[config.mk]
export PLATFORM = sky130hd
export DESIGN_NAME = knn_topk_vote
export DESIGN_NICKNAME = d
export VERILOG_FILES = /design/src/rtl/knn_topk_vote.sv
export SDC_FILE = /design/constraint.sdc
export NUM_CORES = 2
export LEC_CHECK = 0
export ABC_AREA = 1
export CORE_MARGIN = 1.5
export CORE_UTILIZATION = 25
export DETAILED_ROUTE_END_ITERATION = 12
export GPL_ROUTABILITY_DRIVEN = 0
export PLACE_DENSITY = 0.51
export SLEW_MARGIN = 25
export SYNTH_ARGS = -nofsm -noshare
export SYNTH_HDL_FRONTEND = slang
export SYNTH_SLANG_ARGS = --single-unit
[constraint.sdc]
create_clock -name clk -period 24.7 [get_ports clk]
set_input_delay 4.94 -clock clk [delete_from_list [all_inputs] [get_ports clk]]
set_output_delay 4.94 -clock clk [all_outputs]
set_load 0.02 [all_outputs]
[src/rtl/knn_topk_vote.sv]
// kNN top-K selector and majority voter: keeps the K nearest train results,
// fetches their labels from image memory and presents the winning class.
module knn_topk_vote #(
  parameter int          K              = 5,
  parameter int          NUM_CLASS      = 10,
  parameter logic [31:0] IMAGE_OFFSET   = 32'h0001_0000,
  parameter int          DATA_LENGTH    = 3073,
  parameter int          NUM_TEST_IMAGE = 50
) (
  input  logic        clk,
  input  logic        reset,
  input  logic        clear,
  input  logic        in_valid,
  output logic        in_ready,
  input  logic [31:0] in_dist,
  input  logic [31:0] in_idx,
  input  logic        in_last,
  output logic        mem_valid,
  output logic [31:0] mem_addr,
  input  logic [31:0] mem_rdata,
  input  logic        mem_ready,
  output logic        out_valid,
  output logic [31:0] out_label,
  input  logic        out_ready
);

  localparam int          CW        = $clog2(K + 1);
  localparam logic [31:0] REC_BYTES = 32'(DATA_LENGTH * 4);
  localparam logic [31:0] TEST_OFS  = 32'(NUM_TEST_IMAGE);

  typedef enum logic [1:0] {
    COLLECT,
    FETCH,
    VOTE,
    OUTPUT
  } state_t;

  state_t          state_q, state_d;
  logic [CW-1:0]   count_q, count_d;
  logic [CW-1:0]   i_q, i_d;
  logic [31:0]     dist_q  [K];
  logic [31:0]     dist_d  [K];
  logic [31:0]     idx_q   [K];
  logic [31:0]     idx_d   [K];
  logic [31:0]     label_q [K];
  logic [31:0]     label_d [K];
  logic            mem_valid_q, mem_valid_d;
  logic [31:0]     mem_addr_q, mem_addr_d;
  logic            out_valid_q, out_valid_d;
  logic [31:0]     out_label_q, out_label_d;

  int              pos;
  logic [31:0]     sel_idx;
  logic [CW-1:0]   cnt [NUM_CLASS];
  logic [CW-1:0]   best;
  logic [31:0]     win;

  assign in_ready  = (state_q == COLLECT);
  assign mem_valid = mem_valid_q;
  assign mem_addr  = mem_addr_q;
  assign out_valid = out_valid_q;
  assign out_label = out_label_q;

  // First slot holding a strictly larger distance; K means "not kept".
  always_comb begin
    pos = K;
    for (int j = K - 1; j >= 0; j--)
      if (in_dist < dist_q[j]) pos = j;
  end

  always_comb begin
    sel_idx = '0;
    for (int j = 0; j < K; j++)
      if (i_q == CW'(j)) sel_idx = idx_q[j];
  end

  // Strict > on ascending labels makes ties go to the smaller class.
  always_comb begin
    for (int c = 0; c < NUM_CLASS; c++) cnt[c] = '0;
    for (int j = 0; j < K; j++)
      for (int c = 0; c < NUM_CLASS; c++)
        if (CW'(j) < count_q && label_q[j] == 32'(c))
          cnt[c] = cnt[c] + CW'(1);
    best = '0;
    win  = '0;
    for (int c = 0; c < NUM_CLASS; c++)
      if (cnt[c] > best) begin
        best = cnt[c];
        win  = 32'(c);
      end
  end

  always_comb begin
    state_d     = state_q;
    count_d     = count_q;
    i_d         = i_q;
    dist_d      = dist_q;
    idx_d       = idx_q;
    label_d     = label_q;
    mem_valid_d = mem_valid_q;
    mem_addr_d  = mem_addr_q;
    out_valid_d = out_valid_q;
    out_label_d = out_label_q;

    unique case (state_q)
      COLLECT: begin
        if (in_valid) begin
          if (pos < K) begin
            for (int j = 0; j < K; j++) begin
              if (j > pos) begin
                dist_d[j] = dist_q[j-1];
                idx_d[j]  = idx_q[j-1];
              end else if (j == pos) begin
                dist_d[j] = in_dist;
                idx_d[j]  = in_idx;
              end
            end
            if (count_q != CW'(K)) count_d = count_q + CW'(1);
          end
          if (in_last) begin
            state_d = FETCH;
            i_d     = '0;
          end
        end
      end
      FETCH: begin
        if (mem_valid_q) begin
          if (mem_ready) begin
            for (int j = 0; j < K; j++)
              if (i_q == CW'(j)) label_d[j] = mem_rdata;
            mem_valid_d = 1'b0;
            i_d         = i_q + CW'(1);
          end
        end else if (i_q < count_q) begin
          mem_valid_d = 1'b1;
          mem_addr_d  = IMAGE_OFFSET
                      + (sel_idx + TEST_OFS) * REC_BYTES;
        end else begin
          state_d = VOTE;
        end
      end
      VOTE: begin
        out_label_d = win;
        out_valid_d = 1'b1;
        state_d     = OUTPUT;
      end
      OUTPUT: begin
        if (out_ready) begin
          out_valid_d = 1'b0;
          count_d     = '0;
          for (int j = 0; j < K; j++) begin
            dist_d[j] = '1;
            idx_d[j]  = '0;
          end
          state_d = COLLECT;
        end
      end
      default: state_d = COLLECT;
    endcase

    if (clear) begin
      state_d     = COLLECT;
      count_d     = '0;
      i_d         = '0;
      mem_valid_d = 1'b0;
      out_valid_d = 1'b0;
      for (int j = 0; j < K; j++) begin
        dist_d[j] = '1;
        idx_d[j]  = '0;
      end
    end
  end

  always_ff @(posedge clk or posedge reset) begin
    if (reset) begin
      state_q     <= COLLECT;
      count_q     <= '0;
      i_q         <= '0;
      mem_valid_q <= 1'b0;
      mem_addr_q  <= '0;
      out_valid_q <= 1'b0;
      out_label_q <= '0;
      for (int j = 0; j < K; j++) begin
        dist_q[j]  <= '1;
        idx_q[j]   <= '0;
        label_q[j] <= '0;
      end
    end else begin
      state_q     <= state_d;
      count_q     <= count_d;
      i_q         <= i_d;
      mem_valid_q <= mem_valid_d;
      mem_addr_q  <= mem_addr_d;
      out_valid_q <= out_valid_d;
      out_label_q <= out_label_d;
      for (int j = 0; j < K; j++) begin
        dist_q[j]  <= dist_d[j];
        idx_q[j]   <= idx_d[j];
        label_q[j] <= label_d[j];
      end
    end
  end

endmodule

==> impl_results.md <==
- Status: finished, final reports clean
- Gr ovfl total: 0
- Most frequent cells in the layout: nand2_1, inv_1, o21ai_0
- Hold Crit Class: flip-flop to flip-flop
- CP max FO: 5
- Vias per inst: 4.61
- Commonest non-fill, non-tap cell in the layout: nand2_1
- CTS tree: built
- H-tree Lvls: 2
- # DRC: 0
- Layout cells sized above 1: 8.62%
- Post-layout min period: 14.56 ns
- Pin count of the biggest net entering global routing: 152
- First-pass GRT wire length: 173,000 um
- EDFF count, synth: 0
- Final period util: 58.9%
- Worst Setup End Kind: flip-flop
- Routed wire length per instance: 16.3 um
- Maxcap violations: 0
- Starting density of the core: 25.1%
- Largest stage delay, worst path: 0.69 ns
- Cell taking the most area after synthesis: dfrtp_1
- Synth Warn #: 0
- Vias in the first global route: 30,100
- RSZ-0062 raised after global routing: no
- Core ar.: 141,000 um^2
- Die area: 144,000 um^2
- CTS root buf: clkbuf_16
- CP Data Required Time: 25.28 ns
- TritonCTS buffer count: 61
- Post-DP HPWL: 73,900 um
- Slew Limit Fails: 0
- Slew at the pin closest to its max-slew limit: 1.02 ns
- Non-Filler Instances: 6,704
- Placed Cells incl. Taps: 6,587
- Final Skew: 0.0326 ns
- CP Class: flip-flop to flip-flop
- Die height: 380 um
- Seq/Total Area, Yosys: 36.8%
- Initial antenna violation count: 5
- CTS clk-pin slew, worst paths: 0.06 ns
- Seq cells post-synth: 514
- # hold bufs at CTS: 0
- Clock tree buffer depth: 3
- Top_reg_cell synth: dfrtp_1
- Relative slew slack: 32.1%
- Slowest cell on crit path: nor3_1
- DR vias: 30,900
- Setup crit start kind: flip-flop
- Crit path DAT: 15.13 ns
- Synth unique cells: 60
- Antenna-violating nets left: 0
- Fillers: 15,500
- Final hold violation count: 0
- NumNets Final: 5,206
- Total negative slack: 0 ns
- I/O Buffers: 137
- Mean post-synth cell area: 7.51 um^2
- Row cnt: 138
- Total GRT Usage: 15.1%
- Sink Count: 514
- Post-CTS Setup Inserts: 0
- Synth Cell Area: 35,500 um^2
- Synth async-reset ratio: 100%
- Gate Count Post-Synth: 4,725
- P&R area growth vs syn: 14.8%
- Ranking of synthesized cells by area: dfrtp_1, dfstp_2, ha_1
- Final wirelength: 110,000 um
- Final setup fails: 0
- Clk_lat worst skew: 0.70 ns
- IO Pins: 170
- Util after Layout: 28.8%
- Yosys top cell area share: 25.0%
- DRT Pass-1 Iters: 5
- Peak Freq: 68.7 MHz
- CTS-repair resized insts: 0
- Initial DRC count: 2,156
- Chip Width: 380 um
-- logic make-up (layout without fill, tap and decap cells) --
logic type	Yosys count	count (layout)	share of synthesized area [%]
AOI/OAI and AO/OA	1001	1001	15.8
and+or+nand+nor	1812	1812	21.7
adders and majority gates	342	342	12.4
muxes	8	8	0.247
DFF	514	514	36.8
other	1	32	0.0106
buffers and inverters	961	1019	10.9
xor gates and xnor gates	86	86	2.19
-- final cells by class --
cell class	count	area [um^2]	share of cell area [%]
Tap cell	1890	2360	5.81
Clock buffer	85	1760	4.31
Antenna cell	2	5.00	0.0123
Multi-Input combinational cell	3279	18800	46.0
Clock inverter	29	358	0.879
Inverter	736	2770	6.81
Timing Repair Buffer	169	1660	4.06
Sequential cell	514	13100	32.1
-- synthesized netlist by cell type (49+ instances only) --
cell type,count
a21oi_1,214
a31oi_1,49
buf_2,50
clkbuf_1,123
dfrtp_1,354
dfstp_2,160
ha_1,326
inv_1,713
nand2_1,1006
nand3_1,205
nand4_1,65
nor2_1,383
o211ai_1,59
o21ai_0,494
o21ai_1,55
xor2_1,65
-- worst paths after layout --
kind | start | to | slack, ns | cells past startpoint
min in group asynchronous | reset | label_q[27] | 4.75 | 2
worst max-delay path | label_q[121] | out_label[1] | 10.15 | 86
worst max register to register | label_q[121] | out_label[1] | 10.15 | 86
max in group asynchronous | reset | dist_q[158] | 17.94 | 4
worst min register to register | dist_q[86] | dist_q[54] | 0.47 | 2
worst min-delay path | dist_q[86] | dist_q[54] | 0.47 | 2
-- stage by stage --
stage / worst slack [ns] / instance area, um^2 / hold WS (ns)
floorplan: 5.67 / 35600 / 0.442
global placement: 10.37 / 38500 / 0.456
detailed placement: 10.28 / 38500 / 0.462
CTS: 10.26 / 40700 / 0.474
global route: 8.76 / 40700 / 0.486
finish: 10.15 / 40700 / 0.469
-- sequential cells by signal, indices dropped and copies added (netlist names) --
register,count
dist_q,160
label_q,160
idx_q,150
mem_addr,30
out_label,4
count_q,3
i_q,3
state_q,2
mem_valid,1
out_valid,1
-- routing by layer --
layer  vias up  global-route usage, %  share of wire (%)  wire [um]
met5         -                      0              0.036         39
met4         6                   4.61                2.7       2990
met3       135                   2.51                5.5       6020
met2       707                   23.8                 44      48500
met1     14600                   20.9                 47      52000
li1      15500                      -                  -          -
-- worst max-delay path: cells and delay by family (launching register included) --
family,cells,cell delay [ns]
AOI/OAI and AO/OA,18,3.37
xor gates and xnor gates,2,0.45
adders and majority gates,12,3.06
buffers and inverters,19,1.64
DFF,1,0.38
and+or+nand+nor,35,5.58
Power is left out: the tool's default activity adds up to more than one toggle a clock period on the data nets, which glitch-free logic cannot reach.
